--- src/rtl/fetch_stage_if.sv ---
`default_nettype none
// ============================================================================
//  Module      : fetch_stage_if
//  Description : Instruction-bus (ibus) handshake bundle between the fetch
//                stage (master) and the instruction memory side (slave).
//  Revision    : 1.0 - initial release
// ============================================================================
interface fetch_stage_if;
    logic        ireq_valid;     // request valid
    logic [31:0] ireq_addr;      // request address
    logic        iresp_addr_ok;  // request accepted this cycle
    logic        iresp_data_ok;  // instruction data returned this cycle
    logic [31:0] iresp_data;     // instruction word

    modport master (
        output ireq_valid, ireq_addr,
        input  iresp_addr_ok, iresp_data_ok, iresp_data
    );

    modport slave (
        input  ireq_valid, ireq_addr,
        output iresp_addr_ok, iresp_data_ok, iresp_data
    );
endinterface
`default_nettype wire

--- src/rtl/fetch_stage.sv ---
`default_nettype none
// ============================================================================
//  Module      : fetch_stage
//  Description : MIPS instruction-fetch stage. Owns the PC and the ibus
//                handshake and feeds the F->D register. Handles decode stall,
//                delayed branch redirect and CP0 flush.
//                Optional macro FETCH_PERF_CNT_EN adds perf_fetched and
//                perf_wait counters.
//  Revision    : 1.0 - initial release
// ============================================================================
module fetch_stage #(
    parameter logic [31:0] RESET_PC = 32'hBFC0_0000
) (
    input  logic         clk,
    input  logic         reset,
    fetch_stage_if.master ibus,
    input  logic         stall,
    input  logic         redirect_valid,
    input  logic [31:0]  redirect_pc,
    input  logic         flush_valid,
    input  logic [31:0]  flush_pc,
    output logic         d_valid,
    output logic [31:0]  d_pc,
    output logic [31:0]  d_instr,
    output logic         d_adel
`ifdef FETCH_PERF_CNT_EN
    ,
    output logic [31:0]  perf_fetched,
    output logic [31:0]  perf_wait
`endif
);

    localparam logic [2:0] c_ST_REQ   = 3'd0;  // issue request for fetch_pc
    localparam logic [2:0] c_ST_WAIT  = 3'd1;  // accepted, waiting for data
    localparam logic [2:0] c_ST_HOLD  = 3'd2;  // ready instruction parked by stall
    localparam logic [2:0] c_ST_DRAIN = 3'd3;  // discard one outstanding response
    localparam logic [2:0] c_ST_DROP  = 3'd4;  // finish an abandoned, unaccepted request

    logic [2:0]  state_q, state_d;
    logic [31:0] fetch_pc_q, fetch_pc_d;
    logic [31:0] drop_addr_q, drop_addr_d;
    logic [31:0] buf_instr_q, buf_instr_d;
    logic        buf_adel_q, buf_adel_d;
    logic        pend_valid_q, pend_valid_d;
    logic [31:0] pend_pc_q, pend_pc_d;
    logic        d_valid_q, d_valid_d;
    logic [31:0] d_pc_q, d_pc_d;
    logic [31:0] d_instr_q, d_instr_d;
    logic        d_adel_q, d_adel_d;

    logic        req_valid;
    logic [31:0] req_addr;
    logic        ready;
    logic [31:0] rdy_instr;
    logic        rdy_adel;
    logic        misaligned;
    logic        deliver;
    logic        park;
    logic        redir_take;

    assign misaligned = (fetch_pc_q[1:0] != 2'b00);
    assign deliver    = ready & ~stall & ~flush_valid;
    assign park       = ready &  stall & ~flush_valid;
    assign redir_take = redirect_valid & ~stall & ~flush_valid;

    // State register
    always_ff @(posedge clk) begin
        if (reset) state_q <= c_ST_REQ;
        else       state_q <= state_d;
    end

    // Next-state logic; flush overrides everything except bookkeeping of an
    // already-outstanding bus transaction
    always_comb begin
        state_d = state_q;
        if (flush_valid) begin
            case (state_q)
                c_ST_REQ: begin
                    if (req_valid && ibus.iresp_addr_ok && !ibus.iresp_data_ok) state_d = c_ST_DRAIN;
                    else if (req_valid && !ibus.iresp_addr_ok)                  state_d = c_ST_DROP;
                    else                                                        state_d = c_ST_REQ;
                end
                // A response arriving in the flush cycle itself leaves nothing to drain
                c_ST_WAIT:  state_d = ibus.iresp_data_ok ? c_ST_REQ : c_ST_DRAIN;
                c_ST_DRAIN: state_d = ibus.iresp_data_ok ? c_ST_REQ : c_ST_DRAIN;
                c_ST_DROP: begin
                    if (ibus.iresp_addr_ok) state_d = ibus.iresp_data_ok ? c_ST_REQ : c_ST_DRAIN;
                end
                default:    state_d = c_ST_REQ;
            endcase
        end else begin
            case (state_q)
                c_ST_REQ: begin
                    if (deliver)                             state_d = c_ST_REQ;
                    else if (park)                           state_d = c_ST_HOLD;
                    else if (req_valid && ibus.iresp_addr_ok) state_d = c_ST_WAIT;
                end
                c_ST_WAIT: begin
                    if (deliver)   state_d = c_ST_REQ;
                    else if (park) state_d = c_ST_HOLD;
                end
                c_ST_HOLD: begin
                    if (deliver) state_d = c_ST_REQ;
                end
                c_ST_DRAIN: begin
                    if (ibus.iresp_data_ok) state_d = c_ST_REQ;
                end
                c_ST_DROP: begin
                    if (ibus.iresp_addr_ok) state_d = ibus.iresp_data_ok ? c_ST_REQ : c_ST_DRAIN;
                end
                default: state_d = c_ST_REQ;
            endcase
        end
    end

    // State-decoded outputs: bus request and the "instruction ready" source
    always_comb begin
        req_valid = 1'b0;
        req_addr  = fetch_pc_q;
        ready     = 1'b0;
        rdy_instr = 32'h0;
        rdy_adel  = 1'b0;
        case (state_q)
            c_ST_REQ: begin
                if (misaligned) begin
                    ready    = 1'b1;
                    rdy_adel = 1'b1;
                end else begin
                    req_valid = 1'b1;
                    if (ibus.iresp_addr_ok && ibus.iresp_data_ok) begin
                        ready     = 1'b1;
                        rdy_instr = ibus.iresp_data;
                    end
                end
            end
            c_ST_WAIT: begin
                if (ibus.iresp_data_ok) begin
                    ready     = 1'b1;
                    rdy_instr = ibus.iresp_data;
                end
            end
            c_ST_HOLD: begin
                ready     = 1'b1;
                rdy_instr = buf_instr_q;
                rdy_adel  = buf_adel_q;
            end
            c_ST_DROP: begin
                req_valid = 1'b1;
                req_addr  = drop_addr_q;
            end
            default: ;
        endcase
    end

    assign ibus.ireq_valid = req_valid & ~reset;
    assign ibus.ireq_addr  = req_addr;

    // PC, buffer, pending redirect and D register next values
    always_comb begin
        fetch_pc_d   = fetch_pc_q;
        drop_addr_d  = drop_addr_q;
        buf_instr_d  = buf_instr_q;
        buf_adel_d   = buf_adel_q;
        pend_valid_d = pend_valid_q;
        pend_pc_d    = pend_pc_q;
        d_valid_d    = d_valid_q;
        d_pc_d       = d_pc_q;
        d_instr_d    = d_instr_q;
        d_adel_d     = d_adel_q;
        if (flush_valid) begin
            fetch_pc_d   = flush_pc;
            pend_valid_d = 1'b0;
            buf_instr_d  = 32'h0;
            buf_adel_d   = 1'b0;
            // Remember the address so the unaccepted request stays stable
            if (state_q == c_ST_REQ && req_valid && !ibus.iresp_addr_ok)
                drop_addr_d = fetch_pc_q;
            d_valid_d = 1'b0;
            d_pc_d    = 32'h0;
            d_instr_d = 32'h0;
            d_adel_d  = 1'b0;
        end else begin
            if (park) begin
                buf_instr_d = rdy_instr;
                buf_adel_d  = rdy_adel;
            end
            if (deliver) begin
                d_valid_d    = 1'b1;
                d_pc_d       = fetch_pc_q;
                d_instr_d    = rdy_instr;
                d_adel_d     = rdy_adel;
                pend_valid_d = 1'b0;
                if (redir_take)        fetch_pc_d = redirect_pc;
                else if (pend_valid_q) fetch_pc_d = pend_pc_q;
                else                   fetch_pc_d = fetch_pc_q + 32'd4;
            end else begin
                // Delay slot not yet delivered: keep the target for later
                if (redir_take) begin
                    pend_valid_d = 1'b1;
                    pend_pc_d    = redirect_pc;
                end
                if (!stall) begin
                    d_valid_d = 1'b0;
                    d_pc_d    = 32'h0;
                    d_instr_d = 32'h0;
                    d_adel_d  = 1'b0;
                end
            end
        end
    end

    // Datapath registers
    always_ff @(posedge clk) begin
        if (reset) begin
            fetch_pc_q   <= RESET_PC;
            drop_addr_q  <= 32'h0;
            buf_instr_q  <= 32'h0;
            buf_adel_q   <= 1'b0;
            pend_valid_q <= 1'b0;
            pend_pc_q    <= 32'h0;
            d_valid_q    <= 1'b0;
            d_pc_q       <= 32'h0;
            d_instr_q    <= 32'h0;
            d_adel_q     <= 1'b0;
        end else begin
            fetch_pc_q   <= fetch_pc_d;
            drop_addr_q  <= drop_addr_d;
            buf_instr_q  <= buf_instr_d;
            buf_adel_q   <= buf_adel_d;
            pend_valid_q <= pend_valid_d;
            pend_pc_q    <= pend_pc_d;
            d_valid_q    <= d_valid_d;
            d_pc_q       <= d_pc_d;
            d_instr_q    <= d_instr_d;
            d_adel_q     <= d_adel_d;
        end
    end

    assign d_valid = d_valid_q;
    assign d_pc    = d_pc_q;
    assign d_instr = d_instr_q;
    assign d_adel  = d_adel_q;

`ifdef FETCH_PERF_CNT_EN
    logic [31:0] perf_fetched_q;
    logic [31:0] perf_wait_q;

    // Delivery and bus-wait event counters, free-running with wrap
    always_ff @(posedge clk) begin
        if (reset) begin
            perf_fetched_q <= 32'h0;
            perf_wait_q    <= 32'h0;
        end else begin
            if (deliver) perf_fetched_q <= perf_fetched_q + 32'd1;
            if (state_q != c_ST_HOLD && !ibus.iresp_data_ok) perf_wait_q <= perf_wait_q + 32'd1;
        end
    end

    assign perf_fetched = perf_fetched_q;
    assign perf_wait    = perf_wait_q;
`endif

endmodule
`default_nettype wire

--- src/flat_wrapper.sv ---
// flat-port wrapper written by rule: the top's interface ports become plain ports
module fetch_stage_flat 
#(
    parameter logic [31:0] RESET_PC = 32'hBFC0_0000
)
  (clk, reset, stall, redirect_valid, redirect_pc, flush_valid, flush_pc, d_valid, d_pc, d_instr, d_adel, ibus_ireq_valid, ibus_ireq_addr, ibus_iresp_addr_ok, ibus_iresp_data_ok, ibus_iresp_data);
  fetch_stage_if ibus_i ();
  input  logic clk;
  input  logic reset;
  input  logic stall;
  input  logic redirect_valid;
  input  logic [31:0] redirect_pc;
  input  logic flush_valid;
  input  logic [31:0] flush_pc;
  output logic d_valid;
  output logic [31:0] d_pc;
  output logic [31:0] d_instr;
  output logic d_adel;
  output wire logic [$bits(ibus_i.ireq_valid)-1:0] ibus_ireq_valid;
  output wire logic [$bits(ibus_i.ireq_addr)-1:0] ibus_ireq_addr;
  input wire logic [$bits(ibus_i.iresp_addr_ok)-1:0] ibus_iresp_addr_ok;
  input wire logic [$bits(ibus_i.iresp_data_ok)-1:0] ibus_iresp_data_ok;
  input wire logic [$bits(ibus_i.iresp_data)-1:0] ibus_iresp_data;
  assign ibus_ireq_valid = ibus_i.ireq_valid;
  assign ibus_ireq_addr = ibus_i.ireq_addr;
  assign ibus_i.iresp_addr_ok = ibus_iresp_addr_ok;
  assign ibus_i.iresp_data_ok = ibus_iresp_data_ok;
  assign ibus_i.iresp_data = ibus_iresp_data;
  fetch_stage #(.RESET_PC(RESET_PC)) u_core (.clk(clk), .reset(reset), .ibus(ibus_i), .stall(stall), .redirect_valid(redirect_valid), .redirect_pc(redirect_pc), .flush_valid(flush_valid), .flush_pc(flush_pc), .d_valid(d_valid), .d_pc(d_pc), .d_instr(d_instr), .d_adel(d_adel));
endmodule
--- config.mk ---
export PLATFORM = sky130hd
export DESIGN_NAME = fetch_stage_flat
export DESIGN_NICKNAME = d
export VERILOG_FILES = /design/src/rtl/fetch_stage_if.sv /design/src/rtl/fetch_stage.sv /design/src/flat_wrapper.sv
export SDC_FILE = /design/constraint.sdc
export NUM_CORES = 1
export LEC_CHECK = 0
export CAP_MARGIN = 40
export CORE_MARGIN = 5
export CORE_UTILIZATION = 46
export CTS_BUF_LIST = sky130_fd_sc_hd__clkbuf_16
export CTS_CLUSTER_DIAMETER = 120
export DETAILED_ROUTE_END_ITERATION = 6
export GPL_TIMING_DRIVEN = 0
export PLACE_DENSITY = 0.71
export REMOVE_ABC_BUFFERS = 1
export SLEW_MARGIN = 20
export SYNTH_ARGS = -nofsm -noshare
export SYNTH_HDL_FRONTEND = slang
export SYNTH_SLANG_ARGS = --single-unit
export TNS_END_PERCENT = 20
--- constraint.sdc ---
create_clock -name clk -period 4.6 [get_ports clk]
set_clock_uncertainty 0.05 [all_clocks]
set_input_delay 0.92 -clock clk [delete_from_list [all_inputs] [get_ports clk]]
set_output_delay 0.92 -clock clk [all_outputs]
set_load 0.005 [all_outputs]
==> results.cfg, run 1 <==
[die]
io_pins = 202
floorplan.die_area_sq_mm = 0.0227
std_cell_rows = 51
initial_core_util_pct = 46.8
floorplan.die.width_um = 151
die_height_um = 151
core_area_sq_mm = 0.0195

[layout]
post_layout_nonfiller_instances = 1523
post-route-util_pct = 61.6
multiInputGateArea_sq_mm = 0.00462
finalNetCount = 1347
flow.area_growth_from_synthesis_pct = 31.6
fill_cells = 1696
seq_area_sq_mm = 0.00399
final_layout_size_suffix_gt1_share_pct = 9.63

[global_routing]
globalRouteOverflowTotal = 0
grt_first_pass_wirelength_um = 44700
grt_max_degree = 64
globalRouteTotalUtil_pct = 24.7
number_of_global_route_vias_before_repair = 8133
antenna_found_initial = 0

[route]
drt_iter0_markers = 872
wl_per_cell_um = 18.7
num_vias = 8814
detail-route-antenna-nets = 0
route.final.wire_length_um = 28400
detail_route.vias_per_cell = 5.79
drt-pass1-iter-count = 5
drcViolationCount = 0

[placed_design]
post-dp-hpwl_um = 19900
finalWeightedCongestion = 0.846
placedCellCount = 1488
port-buffer-count = 201

[clock_network]
cts.repair.resized = 0
clock_sinks = 199
cts-buffers-inserted = 17
worstSkewPairLatency_ns = 0.43
clock_tree.root_cell = clkbuf_16
cts_post_setup_buffers_inserted = 0
hold_buffers = 0
htreeDepth = 4
tritoncts = built
cts.clk_slew.worst_paths_ns = 0.07
clock_path_buffers = 2

[sta]
post-route-period-util_pct = 80.7
setup_viol = 0
timing.max_slew.rel_slack_pct = 47.3
fmax_ghz = 0.269
hold_viol_final = 0
period_needed_ns = 3.71
timing_worst_slew_pin_value_ns = 0.790
timing.final.max_slew_violations = 0
setup_repair_after_global_routing_missed_its_margin = no

[worst_setup_path]
worst_setup_path_end_kind = output pin
cp_data_required_time_ns = 3.63
cp_num_buf_inv = 2
cp_max_fo = 19
critical-path-max-stage-delay_ns = 0.64
timing.critical_path.from_type = flip-flop
path_cells = and2_2, buf_16, mux2_2, clkdlybuf4s50_1
worst-endpoint-arrival_ns = 2.74
path_delay_family = buffers and inverters
cp_slowest_cell = dfxtp_1
worst-setup-path-type = flip-flop to output pin

[yosys]
yosysWarnings = 0
synth_flop_cell = dfxtp_1
synth-edff-count = 0
yosys_register_bits = 199
ys_types = 69
syn_inst_count = 1097
syn_avg_cell_area_sq_um = 8.31
async_reset_ff_share_pct = 0
synth_sequential_area_ratio_pct = 43.7
mappedNetlistArea_sq_mm = 0.00911

[run_status]
status = completed

[power]
power.share.switching_pct = 28.3
intPower_w = 0.00296
power.net_switching_w = 0.00117
cellPowerDensity_mw_per_mm2 = 345
power_frac_seq_pct = 45.8
power.share.clock_pct = 35.8
leakage_nw = 4.10
comb_power_share_pct = 18.4
vdd_drop_max_uv = 269

[job]
cap_viol_max_count = 0

[worst_hold_path]
hold_class = flip-flop to flip-flop
[state kept, by name, summed over array words and instances, names as in the netlist]
register and cells:
u_core.d_instr 32, u_core.d_adel 1, u_core.fetch_pc_q 32, u_core.d_valid 1
u_core.pend_valid_q 1, u_core.drop_addr_q 32, u_core.buf_instr_q 32, u_core.buf_adel_q 1
u_core.d_pc 32, u_core.state_q 3, u_core.pend_pc_q 32
[final timing paths]
check	slack [ns]	cells past startpoint	startpoint	endpoint
max	0.89	4	u_core.state_q[2]$_SDFFE_PP0P_	ibus_ireq_addr[27]
min	0.40	2	u_core.pend_pc_q[11]$_SDFFE_PP0P_	u_core.pend_pc_q[11]$_SDFFE_PP0P_
max reg2reg	1.35	7	u_core.state_q[1]$_SDFFE_PP0P_	u_core.d_instr[25]$_SDFFE_PP0P_
min reg2reg	0.40	2	u_core.pend_pc_q[11]$_SDFFE_PP0P_	u_core.pend_pc_q[11]$_SDFFE_PP0P_
[placed cells by master, fill, tap and decap left out, types with 4 or more instances in the layout]
cell and n:
nand3_1 21, xor2_1 8, buf_16 9, buf_2 11
o21ai_1 37, o21ai_0 35, a22oi_1 65, inv_1 9
nor3_1 11, a32o_1 32, a211oi_1 10, clkinv_4 4
a21oi_1 100, a221o_1 5, buf_4 7, a221oi_1 5
buf_6 6, nor2b_1 4, clkdlybuf4s50_1 198, nand2b_1 6
o32ai_1 4, xnor2_1 8, mux2i_1 9, nand4_1 8
nand2_1 218, a31oi_1 6, and3_1 13, mux2_2 28
dfxtp_1 198, o211ai_1 8, clkbuf_16 17, nor2_1 68
[per-layer routing]
metal / routed length (um) / GRT usage (%) / vias up
met2: 13500 / 39.6 / 343
met1: 12200 / 33.8 / 4193
met4: 711 / 7.89 / 0
met3: 2010 / 4.61 / 54
met5: 0 / 0 / -
li1: - / - / 4224
[logic make-up after synthesis]
logic type / share of synthesized area (%)
AO/OA/AOI/OAI: 24.6
adder cells (fa/ha/maj): 0.137
AND/OR/NAND/NOR: 19.4
flip-flops: 43.7
multiplexers: 4.45
buffers and inverters: 6.19
XOR/XNOR: 1.54
[synth_stat cells (all sizes together), types with 13 or more instances]
cell type  count  area, sq um
nand2        221          832
dfxtp        199         3980
a21oi        100          500
nor2          72          283
o21ai         72          360
clkbuf        71          307
a22oi         65          488
buf           36          228
a32o          32          320
mux2          28          315
nand3         24          138
and3          13         81.3
nor3          13         65.1
[worst min-delay path, cell delays in order (launching register included)]
cell and delay, ns:
dfxtp_1 0.31, nand2_1 0.05, a21oi_1 0.05
[power by group through the flow]
stage               clock (W)  combinational (W)  sequential [W]
floorplan                   0           0.000360         0.00190
global placement            0           0.000698         0.00193
detailed placement          0           0.000757         0.00193
CTS                   0.00150           0.000761         0.00189
global route          0.00158           0.000828         0.00190
finish                0.00148           0.000762         0.00189
[metrics by stage]
step                      TNS, ns  power (W)  setup WS (ns)  hold WS (ns)  area [sq um]
after floorplan           -127.18    0.00226          -2.09         0.375          8580
after global placement    -733.32    0.00263          -5.43         0.386         10900
after detailed placement        0    0.00269          0.566         0.391         11400
after CTS                       0    0.00415          0.887         0.400         12000
after global routing            0    0.00431          0.747         0.415         12000
final                           0    0.00413          0.889         0.399         12000
[cell type report]
cell class / count / area share [%]
multi-input cells: 783 / 38.5
flip-flops and latches: 199 / 33.2
repair buffers: 234 / 20.4
clock buffers: 17 / 3.55
well taps: 265 / 2.76
clock inverters: 15 / 1.27
inverters: 8 / 0.250
diodes: 2 / 0.0417
(Power assumes the default switching activity.)
==> run 2: changes to the inputs <==
--- a/config.mk
+++ b/config.mk
@@ -12,7 +12,7 @@
 export CTS_CLUSTER_DIAMETER = 120
 export DETAILED_ROUTE_END_ITERATION = 6
 export GPL_TIMING_DRIVEN = 0
-export PLACE_DENSITY = 0.71
+export PLACE_DENSITY = 0.74
 export REMOVE_ABC_BUFFERS = 1
 export SLEW_MARGIN = 20
 export SYNTH_ARGS = -nofsm -noshare
==> constraint.sdc (replaced) <==
create_clock -name clk -period 3.2 [get_ports clk]
set_clock_uncertainty 0.05 [all_clocks]
set_input_delay 0.64 -clock clk [delete_from_list [all_inputs] [get_ports clk]]
set_output_delay 0.64 -clock clk [all_outputs]
set_load 0.005 [all_outputs]
==> run 2 against run 1 <==
  * Cell area about the same
  * Global-route usage up 0.46 points
  * Flip-flop and latch count unchanged
  * Non-clock buffer count down 2
  * Register-to-register slack worse by 0.83 ns
  * Via count up 0.69%
  * Wire length up 3.5%
  * First-iteration DRC count down 19%
==> results.cfg, run 2 (synthesized netlist as in run 1, its figures left out) <==
[clock_network]
clock_tree.root_cell = clkbuf_16
tritoncts = built
htreeDepth = 4
cts.clk_slew.worst_paths_ns = 0.07
clock_path_buffers = 2
worstSkewPairLatency_ns = 0.44
hold_buffers = 0
clock_sinks = 199
cts-buffers-inserted = 17

[worst_setup_path]
worst-endpoint-arrival_ns = 2.49
worst_r2r_endpoint = u_core.d_instr[31]$_SDFFE_PP0P_
cp_max_fo = 52
path_delay_family = buffers and inverters
worst-setup-path-type = input port to output pin
cp_num_buf_inv = 3
timing.critical_path.from_type = input port
r2r-start = u_core.state_q[0]$_SDFFE_PP0P_
cp_slowest_cell = inv_1
worst_setup_path_end_kind = output pin
critical-path-max-stage-delay_ns = 0.58
path_cells = buf_4, inv_1, and2_1, clkdlybuf4s50_1
length_in_cells_of_the_worst_reg_to_reg_path = 8
regToRegSetupSlack_ns = 0.52
cp_data_required_time_ns = 2.51

[global_routing]
globalRouteTotalUtil_pct = 25.2
number_of_global_route_vias_before_repair = 8251
grt_max_degree = 62
antenna_found_initial = 1
globalRouteOverflowTotal = 0
grt_first_pass_wirelength_um = 45300

[worst_hold_path]
holdPathEnd = u_core.d_instr[8]$_SDFFE_PP0P_
hold_class = flip-flop to flip-flop
min-delay-start = u_core.d_instr[8]$_SDFFE_PP0P_
worst_hold_path.num_cells = 2

[layout]
final_layout_size_suffix_gt1_share_pct = 9.80
seq_area_sq_mm = 0.00399
post_layout_nonfiller_instances = 1521
multiInputGateArea_sq_mm = 0.00464
mostFrequentLayoutCell = nand2_1
final_cell_mix = nand2_1, clkdlybuf4s50_1, dfxtp_1
fill_cells = 1691
finalNetCount = 1346
flow.area_growth_from_synthesis_pct = 31.7

[sta]
fmax_ghz = 0.314
setup_repair_after_global_routing_missed_its_margin = yes
timing.max_slew.rel_slack_pct = 43.7
period_needed_ns = 3.18
timing.final.max_slew_violations = 0
setup_viol = 0
hold_viol_final = 0
totalNegativeSetupSlack_ns = 0
post-route-period-util_pct = 99.5
timing_worst_slew_pin_value_ns = 0.838

[route]
drt_iter0_markers = 710
detail-route-antenna-nets = 0
wl_per_cell_um = 19.3
drcViolationCount = 0
detail_route.vias_per_cell = 5.83
num_vias = 8875
drt-pass1-iter-count = 6
route.final.wire_length_um = 29400

[power]
vdd_drop_max_uv = 372
leakage_nw = 4.12
power.share.clock_pct = 37.9
power_frac_seq_pct = 44.2
power.share.switching_pct = 27.4
comb_power_share_pct = 17.9
cellPowerDensity_mw_per_mm2 = 515
power.net_switching_w = 0.00169
intPower_w = 0.00449

[placed_design]
placedCellCount = 1484
post-dp-hpwl_um = 20100
finalWeightedCongestion = 0.863
port-buffer-count = 201

[die]
floorplan.die.width_um = 151
io_pins = 202
initial_core_util_pct = 46.8
core_area_sq_mm = 0.0195
std_cell_rows = 51
floorplan.die_area_sq_mm = 0.0227
die_height_um = 151

[run_status]
status = completed

[job]
cap_viol_max_count = 0
[run 2: cell count changes in the layout (fill, tap and decap cells not counted), sizes merged]
cell / change
clkinv: -3
bufinv: +3
and2: +1
diode: -1
clkbuf: -1
buf: -1
clkinvlp: +1
inv: -1
[run 2: tightest hold or removal path, cell delays in order, from the launching register on]
cell and delay (ns):
dfxtp_1 0.31, nand2_1 0.05, o21ai_1 0.05
[run 2: power groups by stage]
stage | combinational, W | clock (W) | sequential (W)
2_1_floorplan | 0.000518 | 0 | 0.00273
3_3_place_gp | 0.00100 | 0 | 0.00277
3_5_place_dp | 0.00107 | 0 | 0.00278
4_1_cts | 0.00109 | 0.00235 | 0.00272
5_1_grt | 0.00119 | 0.00247 | 0.00274
6_report | 0.00110 | 0.00234 | 0.00273
[run 2: timing repair]
| action | 4_1_cts | 5_1_grt |
|---|---|---|
| setup buffers | 1 | 2 |
| setup endpoints to repair | 55 | 24 |
| resized for setup | 3 | 3 |
| gates cloned | 0 | 1 |
| endpoints found under the hold margin | 0 | 0 |
| pin swaps | 2 | 0 |
[run 2: final cells by class]
type                       instances  share of cell area (%)
timing repair buffer             232                    19.8
sequential                       199                    33.2
clock buffer                      17                    3.54
inverter                           8                   0.261
clock inverter                    15                    1.76
multi-input combinational        784                    38.7
tap                              265                    2.76
antenna                            1                  0.0209
[run 2: per-stage QoR]
step	power (W)	setup WS, ns	hold WS (ns)	area, sq um	utilization [%]
after global placement	0.00377	-6.41	0.385	10900	56.1
final	0.00617	0.0168	0.398	12000	61.7
after floorplan	0.00325	-3.21	0.375	8580	-
after CTS	0.00616	0.00367	0.401	12000	61.5
after global routing	0.00640	-0.0509	0.418	12000	61.7
after detailed placement	0.00385	-0.534	0.391	11300	58.1
[run 2: worst max path at each step]
stage	cells after the start	end	from	slack [ns]
after CTS	5	ibus_ireq_addr[26]	u_core.state_q[0]$_SDFFE_PP0P_	0.004
after floorplan	4	u_core.d_instr[0]$_SDFFE_PP0P_	ibus_iresp_addr_ok	-3.21
after global routing	4	ibus_ireq_valid	reset	-0.05
after detailed placement	8	u_core.d_instr[1]$_SDFFE_PP0P_	ibus_iresp_data_ok	-0.53
final	4	ibus_ireq_valid	reset	0.02
after global placement	4	u_core.d_instr[1]$_SDFFE_PP0P_	ibus_iresp_data_ok	-6.41
[run 2: routing by layer]
| metal | vias to the layer above | GRT usage (%) | part of all wire, % |
|---|---|---|---|
| met5 | - | 0 | 0 |
| met4 | 0 | 7.57 | 2.1 |
| met3 | 43 | 4.91 | 7.5 |
| met2 | 371 | 40.9 | 49 |
| met1 | 4240 | 34.0 | 42 |
| li1 | 4221 | - | - |
==> run 3: changes to the inputs <==
--- a/config.mk
+++ b/config.mk
@@ -5,7 +5,7 @@
 export SDC_FILE = /design/constraint.sdc
 export NUM_CORES = 1
 export LEC_CHECK = 0
-export CAP_MARGIN = 40
+export CORE_ASPECT_RATIO = 1.4
 export CORE_MARGIN = 5
 export CORE_UTILIZATION = 46
 export CTS_BUF_LIST = sky130_fd_sc_hd__clkbuf_16
@@ -14,7 +14,6 @@
 export GPL_TIMING_DRIVEN = 0
 export PLACE_DENSITY = 0.74
 export REMOVE_ABC_BUFFERS = 1
-export SLEW_MARGIN = 20
 export SYNTH_ARGS = -nofsm -noshare
 export SYNTH_HDL_FRONTEND = slang
 export SYNTH_SLANG_ARGS = --single-unit
==> run 3 against run 2 <==
  * Hold slack worse by 0.0025 ns
  * Die area increased by 0.18%
  * Cell count down 1.3%
  * Wire length shrank 5.0%
  * Sequential power hardly changed
  * First-iteration DRC count is 7.7% higher
  * Global-route usage decreased by 1.2 points
  * Clock power decreased by 12%
  * Combinational power hardly changed
  * Cell area down 1.4%
  * Sequential share of layout area is 0.48 points higher
  * Flip-flop and latch count is the same
==> results.cfg, run 3 (synthesized netlist as in run 1, its figures left out) <==
[run_status]
status = completed

[clock_network]
htreeDepth = 4
cts.clk_slew.worst_paths_ns = 0.07
clock_tree.root_cell = clkbuf_16
tritoncts = built
clock_path_buffers = 2
worstSkewPairLatency_ns = 0.44
clock_sinks = 199
cts-buffers-inserted = 17
hold_buffers = 0

[route]
detail_route.vias_per_cell = 5.81
num_vias = 8714
drcViolationCount = 0
drt-pass1-iter-count = 5
detail-route-antenna-nets = 0
wl_per_cell_um = 18.6
drt_iter0_markers = 765
route.final.wire_length_um = 27900

[worst_hold_path]
holdPathEnd = u_core.d_instr[22]$_SDFFE_PP0P_
hold_class = flip-flop to flip-flop
worst_hold_path.num_cells = 2
min-delay-start = u_core.d_instr[22]$_SDFFE_PP0P_

[power]
leakage_nw = 4.01
intPower_w = 0.00412
cellPowerDensity_mw_per_mm2 = 496
power.share.switching_pct = 29.8
vdd_drop_max_uv = 377
comb_power_share_pct = 18.5
total_power_w = 0.00587
power.share.clock_pct = 35.1
power_frac_seq_pct = 46.4
power.net_switching_w = 0.00175

[worst_setup_path]
cp_max_fo = 22
worst-endpoint-arrival_ns = 2.41
worst_setup_path_end_kind = output pin
cp_data_required_time_ns = 2.51
worst-setup-path-type = flip-flop to output pin
r2r-start = u_core.state_q[1]$_SDFFE_PP0P_
timing.critical_path.from_type = flip-flop
worst_r2r_endpoint = u_core.d_instr[6]$_SDFFE_PP0P_
length_in_cells_of_the_worst_reg_to_reg_path = 6
regToRegSetupSlack_ns = 0.61

[sta]
hold_viol_final = 0
fmax_ghz = 0.323
timing.max_slew.rel_slack_pct = 14.2
setup_repair_after_global_routing_missed_its_margin = yes
hold_slack_ns = 0.396
setup_viol = 0
totalNegativeSetupSlack_ns = 0
post-route-period-util_pct = 96.8
timing_worst_slew_pin_value_ns = 1.29
timing.final.max_slew_violations = 0
period_needed_ns = 3.10

[layout]
flow.area_growth_from_synthesis_pct = 29.9
final_layout_size_suffix_gt1_share_pct = 9.70
final_cell_mix = nand2_1, clkdlybuf4s50_1, dfxtp_1
design_area_sq_mm = 0.0118
fill_cells = 1807
post-route-util_pct = 60.1
seq_area_sq_mm = 0.00399
finalNetCount = 1339
mostFrequentLayoutCell = nand2_1
multiInputGateArea_sq_mm = 0.00466

[job]
cap_viol_max_count = 0

[die]
die_height_um = 177
core_area_sq_mm = 0.0197
io_pins = 202
floorplan.die.width_um = 129
floorplan.die_area_sq_mm = 0.0228
std_cell_rows = 61
initial_core_util_pct = 46.3

[global_routing]
globalRouteTotalUtil_pct = 24.0
antenna_found_initial = 1
grt_first_pass_wirelength_um = 43800
number_of_global_route_vias_before_repair = 8400
globalRouteOverflowTotal = 0
grt_max_degree = 56

[placed_design]
port-buffer-count = 201
post-dp-hpwl_um = 19000
finalWeightedCongestion = 0.846
placed_area_sq_mm = 0.0112
-- run 3: cell count changes in the layout (fill, tap and decap cells not counted), moves of 4 or more --
cell       previous run  this run
buf_2                 9         1
buf_4                10        14
bufinv_16             5         0
inv_1                10         6
inv_8                 0         4
nor2_2                2         6
-- run 3: cell type report --
cell class / count / share of cell area, %
clock buffer: 17 / 3.59
multi-input combinational: 785 / 39.3
timing repair buffer: 224 / 19.2
sequential: 199 / 33.7
inverter: 8 / 0.317
tap: 252 / 2.66
clock inverter: 15 / 1.16
antenna: 1 / 0.0211
-- run 3: stage by stage --
step / std cells / setup slack [ns]
after floorplan: 990 / -3.21
after global routing: 1501 / -0.00312
after CTS: 1497 / -0.0504
final: 1501 / 0.102
after global placement: 1443 / -6.42
after detailed placement: 1463 / -1.33
-- run 3: power by group through the flow --
stage / Clock, W / Combinational (W) / Sequential, W
after CTS: 0.00210 / 0.00108 / 0.00272
after global routing: 0.00221 / 0.00117 / 0.00274
after global placement: 0 / 0.00100 / 0.00277
final: 0.00206 / 0.00108 / 0.00273
after detailed placement: 0 / 0.00106 / 0.00278
after floorplan: 0 / 0.000518 / 0.00273
-- run 3: metal layers --
metal,track usage [%],vias up,part of all wire (%)
met5,0,-,0
met1,30.0,4126,41
li1,-,4212,-
met2,41.0,324,50
met3,4.00,52,6.5
met4,8.98,0,2.6
-- run 3: critical path, cell delays in order (launching register included) --
cell and delay [ns]:
dfxtp_2 0.40, nor2_2 0.17, and2_4 0.33, buf_16 0.21, mux2_2 0.36, clkdlybuf4s50_1 0.48
-- run 3: worst max-delay path by stage --
stage | cells after the start | end | slack (ns) | from
after detailed placement | 6 | u_core.d_instr[11]$_SDFFE_PP0P_ | -1.33 | stall
after global placement | 5 | u_core.d_instr[11]$_SDFFE_PP0P_ | -6.42 | ibus_iresp_addr_ok
after CTS | 7 | u_core.buf_instr_q[6]$_SDFFE_PP0P_ | -0.05 | flush_valid
final | 5 | ibus_ireq_addr[13] | 0.10 | u_core.state_q[0]$_SDFFE_PP0P_
after floorplan | 4 | u_core.d_instr[0]$_SDFFE_PP0P_ | -3.21 | ibus_iresp_addr_ok
after global routing | 5 | ibus_ireq_addr[13] | -0.003 | u_core.state_q[0]$_SDFFE_PP0P_
-- run 3: timing repair --
item / 4_1_cts / 5_1_grt
gates resized for setup: 11 / 7
pin swaps: 1 / 0
endpoints found under the hold margin: 0 / 0
endpoints found under the setup margin: 143 / 57
setup buffers: 0 / 3
gates cloned: 2 / 0
